<file path="config.mk">
export PLATFORM = sky130hd
export DESIGN_NAME = iir_inverse_flat
export DESIGN_NICKNAME = d
export VERILOG_FILES = /design/src/rtl/iir_inverse_pkg.sv /design/src/rtl/iir_inverse_if.sv /design/src/rtl/iir_mac_unit.sv /design/src/rtl/iir_inverse.sv /design/src/flat_wrapper.sv
export SDC_FILE = /design/constraint.sdc
export NUM_CORES = 1
export LEC_CHECK = 0
export ABC_AREA = 1
export BUFFER_PORTS_ARGS = -buffer_cell sky130_fd_sc_hd__buf_4
export CORE_ASPECT_RATIO = 1.5
export CORE_UTILIZATION = 50
export CTS_CLUSTER_SIZE = 40
export DETAILED_ROUTE_END_ITERATION = 8
export PLACE_DENSITY = 0.64
export RECOVER_POWER = 100
export SLEW_MARGIN = 10
export SYNTH_ARGS = -nofsm -noshare
export SYNTH_HDL_FRONTEND = slang
export SYNTH_HIERARCHICAL = 1
export SYNTH_SLANG_ARGS = --single-unit
</file>
<file path="constraint.sdc">
create_clock -name clk -period 10.5 [get_ports clk]
set_input_delay 2.1 -clock clk [delete_from_list [all_inputs] [get_ports clk]]
set_output_delay 2.1 -clock clk [all_outputs]
set_load 0.01 [all_outputs]
</file>
<file path="src/rtl/iir_inverse_pkg.sv">
// Shared types, default parameter values and width helpers for iir_inverse.
package iir_inverse_pkg;

  typedef enum logic [1:0] {
    IDLE = 2'd0,
    MAC  = 2'd1,
    OUT  = 2'd2
  } state_e;

  localparam int N_DEF    = 4;
  localparam int CW_DEF   = 16;
  localparam int XW_DEF   = 32;
  localparam int YW_DEF   = 12;
  localparam int FRAC_DEF = 6;

  // Accumulator wide enough that x<<<FRAC minus N products never overflows.
  function automatic int acc_width(input int xw, input int cw, input int n);
    return xw + cw + $clog2(n) + 1;
  endfunction

  // Coefficient address width; at least one bit even for a single tap.
  function automatic int addr_width(input int n);
    return (n > 1) ? $clog2(n) : 1;
  endfunction

endpackage

</file>
<file path="src/rtl/iir_inverse_if.sv">
// Sample, result and coefficient-write signals of iir_inverse.
interface iir_inverse_if
  import iir_inverse_pkg::*;
#(
  parameter int N  = N_DEF,
  parameter int CW = CW_DEF,
  parameter int XW = XW_DEF,
  parameter int YW = YW_DEF
);
  localparam int ADW = addr_width(N);

  logic                  in_valid;
  logic                  in_ready;
  logic signed [XW-1:0]  x;
  logic                  out_valid;
  logic                  out_ready;
  logic signed [YW-1:0]  y;
  logic                  coef_we;
  logic [ADW-1:0]        coef_addr;
  logic signed [CW-1:0]  coef_data;
  logic                  busy;

  modport master (
    output in_valid, x, out_ready, coef_we, coef_addr, coef_data,
    input  in_ready, out_valid, y, busy
  );

  modport slave (
    input  in_valid, x, out_ready, coef_we, coef_addr, coef_data,
    output in_ready, out_valid, y, busy
  );

endinterface

</file>
<file path="src/rtl/iir_mac_unit.sv">
// Signed multiply-subtract with a registered accumulator.
module iir_mac_unit
  import iir_inverse_pkg::*;
#(
  parameter int CW = CW_DEF,
  parameter int YW = YW_DEF,
  parameter int AW = acc_width(XW_DEF, CW_DEF, N_DEF)
)(
  input  logic                 clk,
  input  logic                 nreset,
  input  logic                 load,
  input  logic                 sub_en,
  input  logic signed [AW-1:0] load_val,
  input  logic signed [CW-1:0] coef,
  input  logic signed [YW-1:0] sample,
  output logic signed [AW-1:0] acc
);

  logic signed [CW+YW-1:0] prod;
  logic signed [AW-1:0]    acc_q, acc_d;

  assign prod = (CW+YW)'(coef) * (CW+YW)'(sample);
  assign acc  = acc_q;

  // Next accumulator: load a fresh sample or subtract one product.
  always_comb begin
    acc_d = acc_q;
    if (load) begin
      acc_d = load_val;
    end else if (sub_en) begin
      acc_d = acc_q - AW'(prod);
    end
  end

  // Accumulator register.
  always_ff @(posedge clk or negedge nreset) begin
    if (!nreset) begin
      acc_q <= '0;
    end else begin
      acc_q <= acc_d;
    end
  end

endmodule

</file>
<file path="src/rtl/iir_inverse.sv">
// Inverse IIR: y[n] = (x[n]*2^FRAC - sum a[k]*y[n-k]) >>> FRAC, one tap per cycle.
// Optional macro IIR_INVERSE_SAT_EN: clamp the narrowed output instead of wrapping.
module iir_inverse
  import iir_inverse_pkg::*;
#(
  parameter int N    = N_DEF,
  parameter int CW   = CW_DEF,
  parameter int XW   = XW_DEF,
  parameter int YW   = YW_DEF,
  parameter int FRAC = FRAC_DEF
)(
  input logic         clk,
  input logic         nreset,
  iir_inverse_if.slave bus
);

  localparam int AW  = acc_width(XW, CW, N);
  localparam int ADW = addr_width(N);
  localparam int KW  = $clog2(N + 1);

  state_e               state_q, state_d;
  logic [KW-1:0]        k_q, k_d;
  logic signed [YW-1:0] y_q, y_d;
  logic                 out_valid_q, out_valid_d;
  logic signed [YW-1:0] hist_q [N];
  logic signed [YW-1:0] hist_d [N];
  logic signed [CW-1:0] coef_q [N];
  logic signed [CW-1:0] coef_d [N];

  logic                 mac_load, mac_sub;
  logic signed [AW-1:0] x_ext, acc;
  logic signed [CW-1:0] coef_sel;
  logic signed [YW-1:0] hist_sel;

`ifdef IIR_INVERSE_SAT_EN
  localparam logic signed [AW-1:0] Y_MAX = AW'((2 ** (YW - 1)) - 1);
  localparam logic signed [AW-1:0] Y_MIN = AW'(-(2 ** (YW - 1)));
`endif

  // Floor-shift the accumulator and narrow it to the output width.
  function automatic logic signed [YW-1:0] narrow(input logic signed [AW-1:0] v);
    logic signed [AW-1:0] s;
    s = v >>> FRAC;
`ifdef IIR_INVERSE_SAT_EN
    if (s > Y_MAX) begin
      s = Y_MAX;
    end else if (s < Y_MIN) begin
      s = Y_MIN;
    end
`else
`endif
    return $signed(s[YW-1:0]);
  endfunction

  assign x_ext         = AW'(bus.x) <<< FRAC;
  assign bus.in_ready  = (state_q == IDLE);
  assign bus.busy      = (state_q != IDLE);
  assign bus.out_valid = out_valid_q;
  assign bus.y         = y_q;

  // Select coefficient a[k+1] and history y[n-k-1] for the current MAC step.
  always_comb begin
    coef_sel = '0;
    hist_sel = '0;
    for (int unsigned i = 0; i < N; i++) begin
      if (k_q == KW'(i)) begin
        coef_sel = coef_q[i];
        hist_sel = hist_q[i];
      end
    end
  end

  iir_mac_unit #(
    .CW (CW),
    .YW (YW),
    .AW (AW)
  ) u_mac (
    .clk      (clk),
    .nreset   (nreset),
    .load     (mac_load),
    .sub_en   (mac_sub),
    .load_val (x_ext),
    .coef     (coef_sel),
    .sample   (hist_sel),
    .acc      (acc)
  );

  // Control: accept in IDLE, N subtract steps plus one narrowing step in MAC,
  // hold the result in OUT until consumed, then shift the history.
  always_comb begin
    state_d     = state_q;
    k_d         = k_q;
    y_d         = y_q;
    out_valid_d = out_valid_q;
    hist_d      = hist_q;
    coef_d      = coef_q;
    mac_load    = 1'b0;
    mac_sub     = 1'b0;
    case (state_q)
      IDLE: begin
        if (bus.coef_we) begin
          for (int unsigned i = 0; i < N; i++) begin
            if (bus.coef_addr == ADW'(i)) begin
              coef_d[i] = bus.coef_data;
            end
          end
        end
        if (bus.in_valid) begin
          mac_load = 1'b1;
          k_d      = '0;
          state_d  = MAC;
        end
      end
      MAC: begin
        if (k_q == KW'(N)) begin
          y_d         = narrow(acc);
          out_valid_d = 1'b1;
          state_d     = OUT;
        end else begin
          mac_sub = 1'b1;
          k_d     = k_q + KW'(1);
        end
      end
      OUT: begin
        if (bus.out_ready) begin
          hist_d[0] = y_q;
          for (int unsigned i = 1; i < N; i++) begin
            hist_d[i] = hist_q[i-1];
          end
          out_valid_d = 1'b0;
          state_d     = IDLE;
        end
      end
      default: state_d = IDLE;
    endcase
  end

  // State, result, history and coefficient registers.
  always_ff @(posedge clk or negedge nreset) begin
    if (!nreset) begin
      state_q     <= IDLE;
      k_q         <= '0;
      y_q         <= '0;
      out_valid_q <= 1'b0;
      hist_q      <= '{default: '0};
      coef_q      <= '{default: '0};
    end else begin
      state_q     <= state_d;
      k_q         <= k_d;
      y_q         <= y_d;
      out_valid_q <= out_valid_d;
      hist_q      <= hist_d;
      coef_q      <= coef_d;
    end
  end

endmodule

</file>
<file path="src/flat_wrapper.sv">
// flat-port wrapper written by rule: the top's interface ports become plain ports
module iir_inverse_flat import iir_inverse_pkg::*;
#(
  parameter int N    = N_DEF,
  parameter int CW   = CW_DEF,
  parameter int XW   = XW_DEF,
  parameter int YW   = YW_DEF,
  parameter int FRAC = FRAC_DEF
)
  (clk, nreset, bus_in_valid, bus_x, bus_out_ready, bus_coef_we, bus_coef_addr, bus_coef_data, bus_in_ready, bus_out_valid, bus_y, bus_busy);
  iir_inverse_if #(.N(N), .CW(CW), .XW(XW), .YW(YW)) bus_i ();
  input logic clk;
  input logic nreset;
  input wire logic [$bits(bus_i.in_valid)-1:0] bus_in_valid;
  input wire logic [$bits(bus_i.x)-1:0] bus_x;
  input wire logic [$bits(bus_i.out_ready)-1:0] bus_out_ready;
  input wire logic [$bits(bus_i.coef_we)-1:0] bus_coef_we;
  input wire logic [$bits(bus_i.coef_addr)-1:0] bus_coef_addr;
  input wire logic [$bits(bus_i.coef_data)-1:0] bus_coef_data;
  output wire logic [$bits(bus_i.in_ready)-1:0] bus_in_ready;
  output wire logic [$bits(bus_i.out_valid)-1:0] bus_out_valid;
  output wire logic [$bits(bus_i.y)-1:0] bus_y;
  output wire logic [$bits(bus_i.busy)-1:0] bus_busy;
  assign bus_i.in_valid = bus_in_valid;
  assign bus_i.x = bus_x;
  assign bus_i.out_ready = bus_out_ready;
  assign bus_i.coef_we = bus_coef_we;
  assign bus_i.coef_addr = bus_coef_addr;
  assign bus_i.coef_data = bus_coef_data;
  assign bus_in_ready = bus_i.in_ready;
  assign bus_out_valid = bus_i.out_valid;
  assign bus_y = bus_i.y;
  assign bus_busy = bus_i.busy;
  iir_inverse #(.N(N), .CW(CW), .XW(XW), .YW(YW), .FRAC(FRAC)) u_core (.clk(clk), .nreset(nreset), .bus(bus_i));
endmodule
</file>
==> flow_metrics.env <==
export IMPL_area_sequential_um2=3700
export IMPL_synthCells=1720
export IMPL_htreeDepth=4
export IMPL_synth_area_per_cell_um2=7.46
export IMPL_grt_max_degree=98
export IMPL_cp_data_required_time_ns=10.79
export IMPL_design_portCount=70
export IMPL_outcome="finished with violations"
export IMPL_final_cell_mix="nand2_1, inv_1, dfrtp_1"
export IMPL_clock_sinks=148
export IMPL_drt_wl_total_um=29300
export IMPL_antenna_left=0
export IMPL_antenna_found_initial=0
export IMPL_core_area_um2=25100
export IMPL_hold_viol_final=0
export IMPL_tightest_slew_ns=4.68
export IMPL_numCtsBuffers=17
export IMPL_regToRegStartpoint="u_core/k_q[0]"
export IMPL_rsz0062_at_grt="no"
export IMPL_holdBufCountCts=0
export IMPL_multi_input_area_um2=6950
export IMPL_top_usage_layer="met2"
export IMPL_tns_ns=0
export IMPL_grt_overflow=0
export IMPL_fillers=2535
export IMPL_netlist_area_um2=12800
export IMPL_crit_slowest_cell="inv_1"
export IMPL_grtUsageMet1=0.287
export IMPL_crit_path_frequent_cell="inv_1"
export IMPL_violations="capacitance limit, slew limit"
export IMPL_die_h_um=198
export IMPL_critPathLaunchType="register"
export IMPL_cp_startpoint="u_core/k_q[0]"
export IMPL_clock_insertion_delay_worst_skew_ns=0.44
export IMPL_reg2reg_depth=30
export IMPL_endpoint_kind="register"
export IMPL_max_freq_mhz=134
export IMPL_cts_resized=0
export IMPL_grt_pass1_vias=10000
export IMPL_route_detailed_drc=0
export IMPL_die_area_um2=26300
export IMPL_clk_path_buf_depth=2
export IMPL_portBuffers=49
export IMPL_relSlewSlack=-2.12
export IMPL_num_antenna_cells=0
export IMPL_num_vias=9981
export IMPL_final_max_slew_viol_count=185
export IMPL_rrSetupSlack_ns=3.06
export IMPL_final_util=0.543
export IMPL_wl_per_cell_um=14.3
export IMPL_min_path_cells=2
export IMPL_grt_total_usage=0.241
export IMPL_final_setup_viol_count=0
export IMPL_grt_pass1_wl_um=49200
export IMPL_maxCapViolations=2
export IMPL_vias_per_cell=4.88
export IMPL_holdCritStartpoint="u_core/coef_q[13]"
export IMPL_ys_warn_count=6
export IMPL_cts_setup_buffers=0
export IMPL_grt_met2_usage=0.441
export IMPL_crit_arrival_ns=7.73
export IMPL_drive_gt1_frac=0.0512
export IMPL_slowest_delay_ns=0.60
export IMPL_syn_to_final_growth_pct=6.36
export IMPL_drtPass1Iterations=4
export IMPL_initial_core_util=0.510
export IMPL_path_class="reg2reg"
export IMPL_finClkSkew_ns=0.0163
export IMPL_final_common_cell="nand2_1"
export IMPL_cts_root_buffer="clkbuf_16"
export IMPL_place_gp_congestion=0.934
export IMPL_worstPathMaxFanout=29
export IMPL_nets=1940
export IMPL_fin_crit_ns=7.44
export IMPL_row_count=71
export IMPL_crit_end="u_core/u_mac/acc[17]"
export IMPL_die_w_um=133
export IMPL_r2r_end="u_core/u_mac/acc[17]"
export IMPL_drt_iter0_drc=476
export IMPL_cts_tree="built"
export IMPL_use_met3=0.0302
export IMPL_period_share=0.708
export IMPL_clkTransAtPathRegs_ns=0.06
export IMPL_dpl_hpwl_um=21600
export IMPL_hold_path_class="reg2reg"
worst min path at each step:
stage / endpoint / slack (ns)
floorplan: u_core/hist_q[9] / 0.45
global placement: u_core/bus.out_valid / 0.46
detailed placement: u_core/coef_q[23] / 0.47
CTS: u_core/coef_q[23] / 0.48
global route: u_core/coef_q[42] / 0.51
finish: u_core/coef_q[13] / 0.48
cell type report:
class / count / share of cell area
repair buffers: 56 / 0.0261
clock buffers: 19 / 0.0332
multi-input cells: 1057 / 0.509
clock inverters: 13 / 0.0126
well taps: 328 / 0.0301
inverters: 426 / 0.117
flip-flops and latches: 148 / 0.271
sequential cells by signal (all words and copies together) (netlist names):
| name | flops |
|---|---|
| u_core/coef_q | 64 |
| u_core/hist_q | 48 |
| u_core/u_mac/acc | 18 |
| u_core/bus.y | 12 |
| u_core/k_q | 3 |
| u_core/state_q | 2 |
| u_core/bus.out_valid | 1 |
worst max-delay path: cells and delay by family, from the launching register on:
kind / cells / cell delay (ns)
adders and majority gates: 8 / 3.47
and+or+nand+nor: 11 / 1.86
buffers and inverters: 9 / 1.37
DFF: 1 / 0.40
xor gates and xnor gates: 1 / 0.12
AOI/OAI and AO/OA: 1 / 0.08
routing by layer:
metal / share of wire / vias up
li1: - / 4949
met1: 0.42 / 4823
met2: 0.53 / 161
met3: 0.025 / 48
met4: 0.025 / 0
met5: 0 / -
through the flow:
stage / area (µm²) / hold slack, ns / instances / setup slack [ns]
CTS: 13800 / 0.485 / 2047 / 3.39
global placement: 13200 / 0.458 / 2015 / 3.48
global route: 13600 / 0.507 / 2047 / 2.58
finish: 13600 / 0.483 / 2047 / 3.06
detailed placement: 13200 / 0.469 / 2015 / 3.41
floorplan: 12800 / 0.453 / 1725 / 4.06
Power is not shown: default switching activity piles up to over one toggle a cycle in this logic, so the estimate is an artifact.
